## src/rtl/bus_arbiter.sv

```systemverilog
// Two-master bus arbiter for the MiniRISC data bus with registered exclusive grants,
// combinational bus merge and a sticky hold monitor. Define BUS_ARB_RR_EN for round-robin ties.
module bus_arbiter #(
  parameter int unsigned MAX_HOLD = 0
) (
  input  logic       clk,
  input  logic       rst,
  input  logic       m0_bus_req,
  output logic       m0_bus_grant,
  input  logic [7:0] m0_mst2slv_addr,
  input  logic       m0_mst2slv_wr,
  input  logic       m0_mst2slv_rd,
  input  logic [7:0] m0_mst2slv_data,
  output logic [7:0] m0_slv2mst_data,
  input  logic       m1_bus_req,
  output logic       m1_bus_grant,
  input  logic [7:0] m1_mst2slv_addr,
  input  logic       m1_mst2slv_wr,
  input  logic       m1_mst2slv_rd,
  input  logic [7:0] m1_mst2slv_data,
  output logic [7:0] m1_slv2mst_data,
  output logic [7:0] s_mst2slv_addr,
  output logic       s_mst2slv_wr,
  output logic       s_mst2slv_rd,
  output logic [7:0] s_mst2slv_data,
  input  logic [7:0] s_slv2mst_data,
  output logic       hold_viol
);

  typedef enum logic [1:0] {StIdle, StGnt0, StGnt1} state_e;

  state_e     state_q, state_d;
  logic       last_q, last_d;
  logic [7:0] cnt_q, cnt_d;
  logic       viol_q, viol_d;
  logic       other_req;

  always_ff @(posedge clk or posedge rst) begin
    if (rst) begin
      state_q <= StIdle;
      last_q  <= 1'b1;
      cnt_q   <= 8'd0;
      viol_q  <= 1'b0;
    end else begin
      state_q <= state_d;
      last_q  <= last_d;
      cnt_q   <= cnt_d;
      viol_q  <= viol_d;
    end
  end

  always_comb begin
    state_d = state_q;
    case (state_q)
      StIdle: begin
        if (m0_bus_req && m1_bus_req) begin
`ifdef BUS_ARB_RR_EN
          state_d = last_q ? StGnt0 : StGnt1;
`else
          state_d = StGnt0;
`endif
        end else if (m0_bus_req) begin
          state_d = StGnt0;
        end else if (m1_bus_req) begin
          state_d = StGnt1;
        end
      end
      StGnt0:  if (!m0_bus_req) state_d = m1_bus_req ? StGnt1 : StIdle;
      StGnt1:  if (!m1_bus_req) state_d = m0_bus_req ? StGnt0 : StIdle;
      default: state_d = StIdle;
    endcase
  end

  always_comb begin
    last_d = last_q;
    if (state_d != state_q) begin
      if (state_d == StGnt0) last_d = 1'b0;
      if (state_d == StGnt1) last_d = 1'b1;
    end

    cnt_d = cnt_q;
    if (state_d != state_q) begin
      cnt_d = 8'd0;
    end else if (state_q != StIdle && cnt_q != 8'hff) begin
      cnt_d = cnt_q + 8'd1;
    end

    other_req = 1'b0;
    if (state_q == StGnt0) other_req = m1_bus_req;
    if (state_q == StGnt1) other_req = m0_bus_req;

    // Judged on the updated count so the flag rises once MAX_HOLD granted cycles have elapsed.
    viol_d = viol_q;
    if (MAX_HOLD != 32'd0 && state_q != StIdle && state_d == state_q &&
        {24'd0, cnt_d} >= MAX_HOLD && other_req) begin
      viol_d = 1'b1;
    end
  end

  always_comb begin
    m0_bus_grant    = (state_q == StGnt0);
    m1_bus_grant    = (state_q == StGnt1);
    hold_viol       = viol_q;
    s_mst2slv_addr  = ({8{m0_bus_grant}} & m0_mst2slv_addr) |
                      ({8{m1_bus_grant}} & m1_mst2slv_addr);
    s_mst2slv_wr    = (m0_bus_grant & m0_mst2slv_wr) | (m1_bus_grant & m1_mst2slv_wr);
    s_mst2slv_rd    = (m0_bus_grant & m0_mst2slv_rd) | (m1_bus_grant & m1_mst2slv_rd);
    s_mst2slv_data  = ({8{m0_bus_grant}} & m0_mst2slv_data) |
                      ({8{m1_bus_grant}} & m1_mst2slv_data);
    m0_slv2mst_data = {8{m0_bus_grant}} & s_slv2mst_data;
    m1_slv2mst_data = {8{m1_bus_grant}} & s_slv2mst_data;
  end

endmodule

```

## config.mk

```make
export PLATFORM = sky130hd
export DESIGN_NAME = bus_arbiter
export DESIGN_NICKNAME = d
export VERILOG_FILES = /design/src/rtl/bus_arbiter.sv
export SDC_FILE = /design/constraint.sdc
export NUM_CORES = 1
export LEC_CHECK = 0
export ABC_AREA = 1
export CAP_MARGIN = 20
export CORE_AREA = 2 2 39 41
export CTS_CLUSTER_DIAMETER = 80
export CTS_CLUSTER_SIZE = 12
export DETAILED_ROUTE_END_ITERATION = 10
export DIE_AREA = 0 0 41 43
export DONT_BUFFER_PORTS = 1
export GPL_ROUTABILITY_DRIVEN = 0
export RECOVER_POWER = 100
export SYNTH_ARGS = -nofsm -noshare
export SYNTH_HDL_FRONTEND = slang
export SYNTH_SLANG_ARGS = --single-unit
```

## constraint.sdc

```tcl
create_clock -name clk -period 1.5 [get_ports clk]
set_input_delay 0.45 -clock clk [delete_from_list [all_inputs] [get_ports clk]]
set_output_delay 0.45 -clock clk [all_outputs]
set_load 0.01 [all_outputs]
```

==> results of run 1 <==
-- Yosys cell counts (all sizes together) --
cell and instances:
nor2 17, dfrtp 2, buf 4, nand2 57, a21oi 2, inv 15
conb 1
-- kinds of logic (layout without fill, tap and decap cells) --
family / Yosys count / in the layout / share of synthesized area, %
and+or+nand+nor: 74 / 75 / 64.96
buffers and inverters: 19 / 27 / 20.51
AOI/OAI and AO/OA: 2 / 2 / 2.279
DFF: 2 / 2 / 11.40
other: 1 / 1 / 0.8539
-- area by class of cell --
cell class                      count  area (um2)  share of cell area (%)
Clock buffer                        3       22.52                   3.010
Timing Repair inverter              2       25.02                   3.344
Inverter                           15       71.32                   9.532
Tap cell                           16       20.02                   2.676
Multi-Input combinational cell     78       489.2                   65.38
Timing Repair Buffer                7       70.07                   9.365
Sequential cell                     2       50.05                   6.689
-- per-layer routing --
metal | wire length, um | share of wire (%)
met1 | 455 | 29
met2 | 851 | 55
met3 | 215 | 14
met5 | 0 | 0
met4 | 25 | 1.6
-- cells in the final DEF (no fill, tap or decap), types with 3 or more instances in the layout --
cell type,count
buf_6,4
nor2_2,6
nand2_1,24
nand2_2,29
nor2_1,3
nand2_4,4
inv_1,12
nor2_4,8
clkbuf_4,3
-- worst paths after layout --
kind | cells after the start | slack, ns | end
worst max register to register | 4 | 0.58 | state_q[1]$_DFFE_PP0P_
max in group asynchronous | 2 | 0.87 | state_q[0]$_DFFE_PP0P_
worst max-delay path | 5 | -0.11 | s_mst2slv_addr[0]
worst min-delay path | 2 | 0.36 | state_q[1]$_DFFE_PP0P_
min in group asynchronous | 2 | 0.52 | state_q[1]$_DFFE_PP0P_
worst min register to register | 2 | 0.67 | state_q[0]$_DFFE_PP0P_
-- where the power goes --
part	switching [mW]	total, mW	internal, mW
combinational	0.169	0.251	0.0816
clock	0.0308	0.119	0.0883
sequential	0.00336	0.0618	0.0585
-- worst reg2reg max path, delay by kind of cell (launching register included) --
kind,cells,cell delay (ns)
DFF,1,0.36
buffers and inverters,2,0.21
AOI/OAI and AO/OA,1,0.16
and+or+nand+nor,1,0.11
-- metrics by stage --
stage	cells	util (%)	hold WS, ns	setup slack [ns]	cell area (um2)
3_3_place_gp	116	34.18	0.1952	0.07987	473.0
3_5_place_dp	116	34.18	0.1990	0.06207	473.0
5_1_grt	123	54.07	0.3698	-0.1645	748.2
2_1_floorplan	98	-	0.1912	0.1204	439.2
4_1_cts	122	44.57	0.3545	-0.08350	616.8
6_report	123	54.07	0.3588	-0.1106	748.2
-- repair_timing --
item                                    CTS  global route
hold buffers                              1             0
endpoints found under the setup margin   30            35
resized for setup                        35            36
buffers inserted                          0             1
gates cloned                              3             0
endpoints found under the hold margin     2             0
pin swaps                                 3             3
==> impl_metrics.csv, run 1 <==
group,metric,value,unit
outcome,status,"finished, violations left",
outcome,violations,"negative setup slack",
synth,syn_area_per_cell,4.481,um2
critical_path,slowest_delay,0.40,ns
timing,max_freq,0.6209,GHz
pwr,power,431.8,uW
route,routed_via_density,5.081,
clock_network,htree_levels,1,
route,num_vias,625,
global_route,met2_usage,30.00,%
layout,largest_register,"state_q",
route,first_pass_iters,4,
pwr,vdd_drop_max,0.2974,mV
timing,grt_setup_unrepaired,"true",
clock_network,cts_tree,"done",
global_route,grt_pass1_vias,520,
layout,insertedDiodeCount,0,
clock_network,clkLatencyLatePin,0.23,ns
critical_path,path_cells,"buf_6, nand2_8, clkinv_8, nand2_1, nand2_2",
critical_path,crit_fanout,8,
global_route,met1_usage,15.34,%
synth,synth_area_leaders,"nand2_1 (48%), nor2_1 (15%), dfrtp_1 (11%)",
synth,ys_ff_latch,2,
synth,synth-seq-area-share,11.40,%
pwr,p_leak,0.3991,nW
timing,tns,-1.794,ns
worst_hold_path,hold_class,"in -> reg",
worst_hold_path,worstHoldStart,"m1_bus_req",
timing,setup_violations,21,
synth,yosysTopAreaCellShare,47.86,%
timing,drv_slew,0,
critical_path,critPathLaunch,"state_q[1]$_DFFE_PP0P_",
timing,fin_crit_sh,107.4,%
route,drtIter0Drc,3,
global_route,grt_busiest_layer,"met2",
clock_network,cts_root_buf,"clkbuf_4",
die,die_x,41,um
timing,setup_slack,-0.1106,ns
layout,layout-drive-gt1-share,57.94,%
critical_path,crit_path_end_kind,"output port",
die,num_rows,14,
critical_path,critPathBufInv,2,
route,detail_route.wl_per_cell,12.58,um
layout,largest_register_ffs,2,
clock_network,clkSlewWorstSetupHoldPaths,0.03,ns
global_route,gr-usage-met3,3.141,%
die,core_region_area,1384,um2
die,start_util,31.74,%
layout,finalNetCount,157,
route,drt-total-wl,1.547,mm
clock_network,cts_buffer_depth,2,
critical_path,crit_arrival,1.16,ns
global_route,grt.total_usage,17.13,%
global_route,overflow,0,
placement,port_buffers,0,
critical_path,path_class,"reg -> out",
flow_run,drv_cap,0,
route,post-route-drc-count,0,
clock_network,cts.sinks,2,
synth,netlist_area,439.2,um2
critical_path,r2r-start,"state_q[0]$_DFFE_PP0P_",
layout,synthToLayoutAreaGrowth,70.37,%
synth,synth_fp_nets,146,
global_route,grt_max_degree,11,
critical_path,crit_path_top_delay_cell,"dfrtp_1",
pwr,p_per_area,577.1,nW/um2
layout,top_regs,"state_q (2)",
die,die-height,43,um
layout,fillerInstances,134,
synth,synth_top_cell_by_area,"nand2_1",
placement,hpwl,1.025,mm
timing,final-hold-violation-count,0,
clock_network,numCtsBuffers,3,
critical_path,cp-start-kind,"register",
synth,syn_inst,98,
die,io_pins,85,
timing,fin_worst_skew,0.005585,ns
synth,synth.distinct_cells,12,
die,dieArea,1763,um2
critical_path,crit_required,1.05,ns
global_route,antenna_found_initial,0,
timing,fin_crit,1.611,ns
route,ant_nets,0,
global_route,grt_pass1_wl,1.987,mm
critical_path,critical-path-top-delay-family,"flip-flops",
synth,ys_warn_count,0,
Note: power is estimated with default switching activity, not from simulation.
==> inputs of run 2 (changes only) <==
Settings changed: CAP_MARGIN 20 to 10.
Clock period 1.5 ns to 1.8 ns, I/O delays scaled along.
==> impl_metrics.csv, run 2 (synthesis gave the netlist of run 1 again) <==
group,metric,value,unit
outcome,status,"completed",
critical_path,cp-start-kind,"register",
clock_network,cts_root_buf,"clkbuf_4",
route,met1Wirelength,436,um
timing,drv_slew,0,
pwr,p_sw_share,45.00,%
critical_path,r2r-start,"state_q[1]$_DFFE_PP0P_",
layout,top_regs,"state_q (2)",
layout,finalNetCount,153,
route,dr_wl_met3,174,um
timing,max_freq,0.5914,GHz
clock_network,cts_buffer_depth,2,
route,post-route-drc-count,0,
route,drtIter0Drc,3,
layout,synthToLayoutAreaGrowth,18.52,%
layout,layout.cells.most_common,"nand2_1",
timing,fin_crit,1.691,ns
route,drt-total-wl,1.228,mm
global_route,grt_pass1_wl,1.311,mm
timing,setup_violations,0,
timing,tns,0,ns
die,die-height,43,um
pwr,clockPowerShare,32.9,%
route,wl_met2,606,um
critical_path,crit_path_end,"m0_slv2mst_data[6]",
clock_network,cts.sinks,2,
layout,largest_register,"state_q",
global_route,overflow,0,
pwr,p_leak,0.3461,nW
route,first_pass_iters,4,
timing,grt_setup_unrepaired,"false",
route,detail_route.wl_per_cell,10.32,um
route,ant_nets,0,
pwr,p_per_area,563.9,nW/um2
layout,final_cells,119,
pwr,netSwitchingPower,132.1,uW
flow_run,drv_cap,0,
critical_path,crit_required,1.26,ns
global_route,antenna_found_initial,0,
die,core_region_area,1384,um2
placement,port_buffers,0,
global_route,grt.total_usage,11.22,%
critical_path,r2r_slack,0.86,ns
layout,layout-drive-gt1-share,12.62,%
placement,dp_slack,0.2903,ns
critical_path,rr_endpoint,"state_q[1]$_DFFE_PP0P_",
timing,fin_crit_sh,93.93,%
layout,mostFrequentLayoutCells,"nand2_1 (57), nor2_1 (16), inv_1 (12)",
critical_path,crit_fanout,8,
clock_network,clkSlewWorstSetupHoldPaths,0.03,ns
die,num_rows,14,
pwr,vdd_drop_max,0.2619,mV
clock_network,cts_tree,"done",
pwr,internal-power,161.4,uW
pwr,power,293.5,uW
route,top_layer,"met4",
pwr,power_frac_comb,49.7,%
critical_path,crit_arrival,1.15,ns
timing,fin_worst_skew,0.001436,ns
critical_path,critPathLaunch,"state_q[0]$_DFFE_PP0P_",
critical_path,path_class,"reg -> out",
die,start_util,31.74,%
route,routed_via_density,5.008,
layout,insertedDiodeCount,0,
critical_path,crit_path_end_kind,"output port",
die,die_x,41,um
global_route,grt_max_degree,20,
clock_network,htree_levels,1,
placement,dp_cells,114,
critical_path,reg2reg_depth,3,
clock_network,clkLatencyLatePin,0.22,ns
placement,hpwl,976.1,um
timing,setup_slack,0.1092,ns
route,num_vias,596,
pwr,p_seq_share,17.4,%
global_route,grt_pass1_vias,348,
worst_hold_path,hold_class,"in -> async",
timing,final-hold-violation-count,0,
clock_network,numCtsBuffers,3,
die,dieArea,1763,um2
die,io_pins,85,
layout,largest_register_ffs,2,
==> run 2: changes by cell type in the layout (fill, tap and decap cells not counted), sizes merged <==
| cell | delta |
|---|---|
| buf | -2 |
| dlygate4sd3 | -1 |
| clkinv | -1 |
==> run 2: through the flow <==
| step | utilization (%) | hold WS [ns] | area, um2 |
|---|---|---|---|
| after CTS | 34.72 | 0.04992 | 480.5 |
| after global routing | 37.61 | 0.05000 | 520.5 |
| after global placement | 33.09 | 0.2842 | 457.9 |
| after floorplan | - | 0.2812 | 439.2 |
| after detailed placement | 33.09 | 0.2884 | 457.9 |
| final | 37.61 | 0.05649 | 520.5 |
==> run 2: how the worst min path moves through the flow <==
stage | endpoint | slack [ns] | depth (start not counted)
after floorplan | state_q[0]$_DFFE_PP0P_ | 0.28 | 1
after CTS | state_q[0]$_DFFE_PP0P_ | 0.05 | 1
after global routing | state_q[1]$_DFFE_PP0P_ | 0.05 | 1
after detailed placement | state_q[1]$_DFFE_PP0P_ | 0.29 | 1
final | state_q[0]$_DFFE_PP0P_ | 0.06 | 1
after global placement | state_q[1]$_DFFE_PP0P_ | 0.28 | 1
==> run 2: worst max-delay path, stage by stage, from the launching register on <==
cell     delay, ns
dfrtp_1       0.32
inv_2         0.09
nor2_4        0.13
inv_2         0.05
buf_2         0.15
nor2_1        0.19
==> run 2: routing by layer <==
layer,vias up,GRT usage (%)
li1,290,-
met1,245,11.82
met2,59,17.81
met3,2,3.141
met4,0,8.000
met5,-,0
==> run 2: timing repair <==
item | CTS | global route
setup buffers | 0 | 0
hold buffers | 0 | 0
endpoints found under the setup margin | 0 | 26
gates resized for setup | 0 | 8
==> run 2: power groups by stage <==
stage / registers, mW / logic, mW / clock network (mW)
after floorplan: 0.0517 / 0.116 / 0
after global placement: 0.0503 / 0.132 / 0
after detailed placement: 0.0504 / 0.135 / 0
after CTS: 0.0500 / 0.134 / 0.102
after global routing: 0.0518 / 0.168 / 0.111
final: 0.0512 / 0.146 / 0.0966
==> run 2: final cells by class <==
cell class	instances	area (um2)
inverter	15	68.82
tap	16	20.02
fill	149	863.3
timing repair inverter	1	8.758
timing repair buffer	4	31.28
clock buffer	3	22.52
multi-input combinational	78	319.1
sequential	2	50.05
==> inputs of run 3 (changes only) <==
Settings changed: SLEW_MARGIN set to 20.
==> results of run 3 <==
The final DEF is identical to that of run 2; final timing and power are the same.
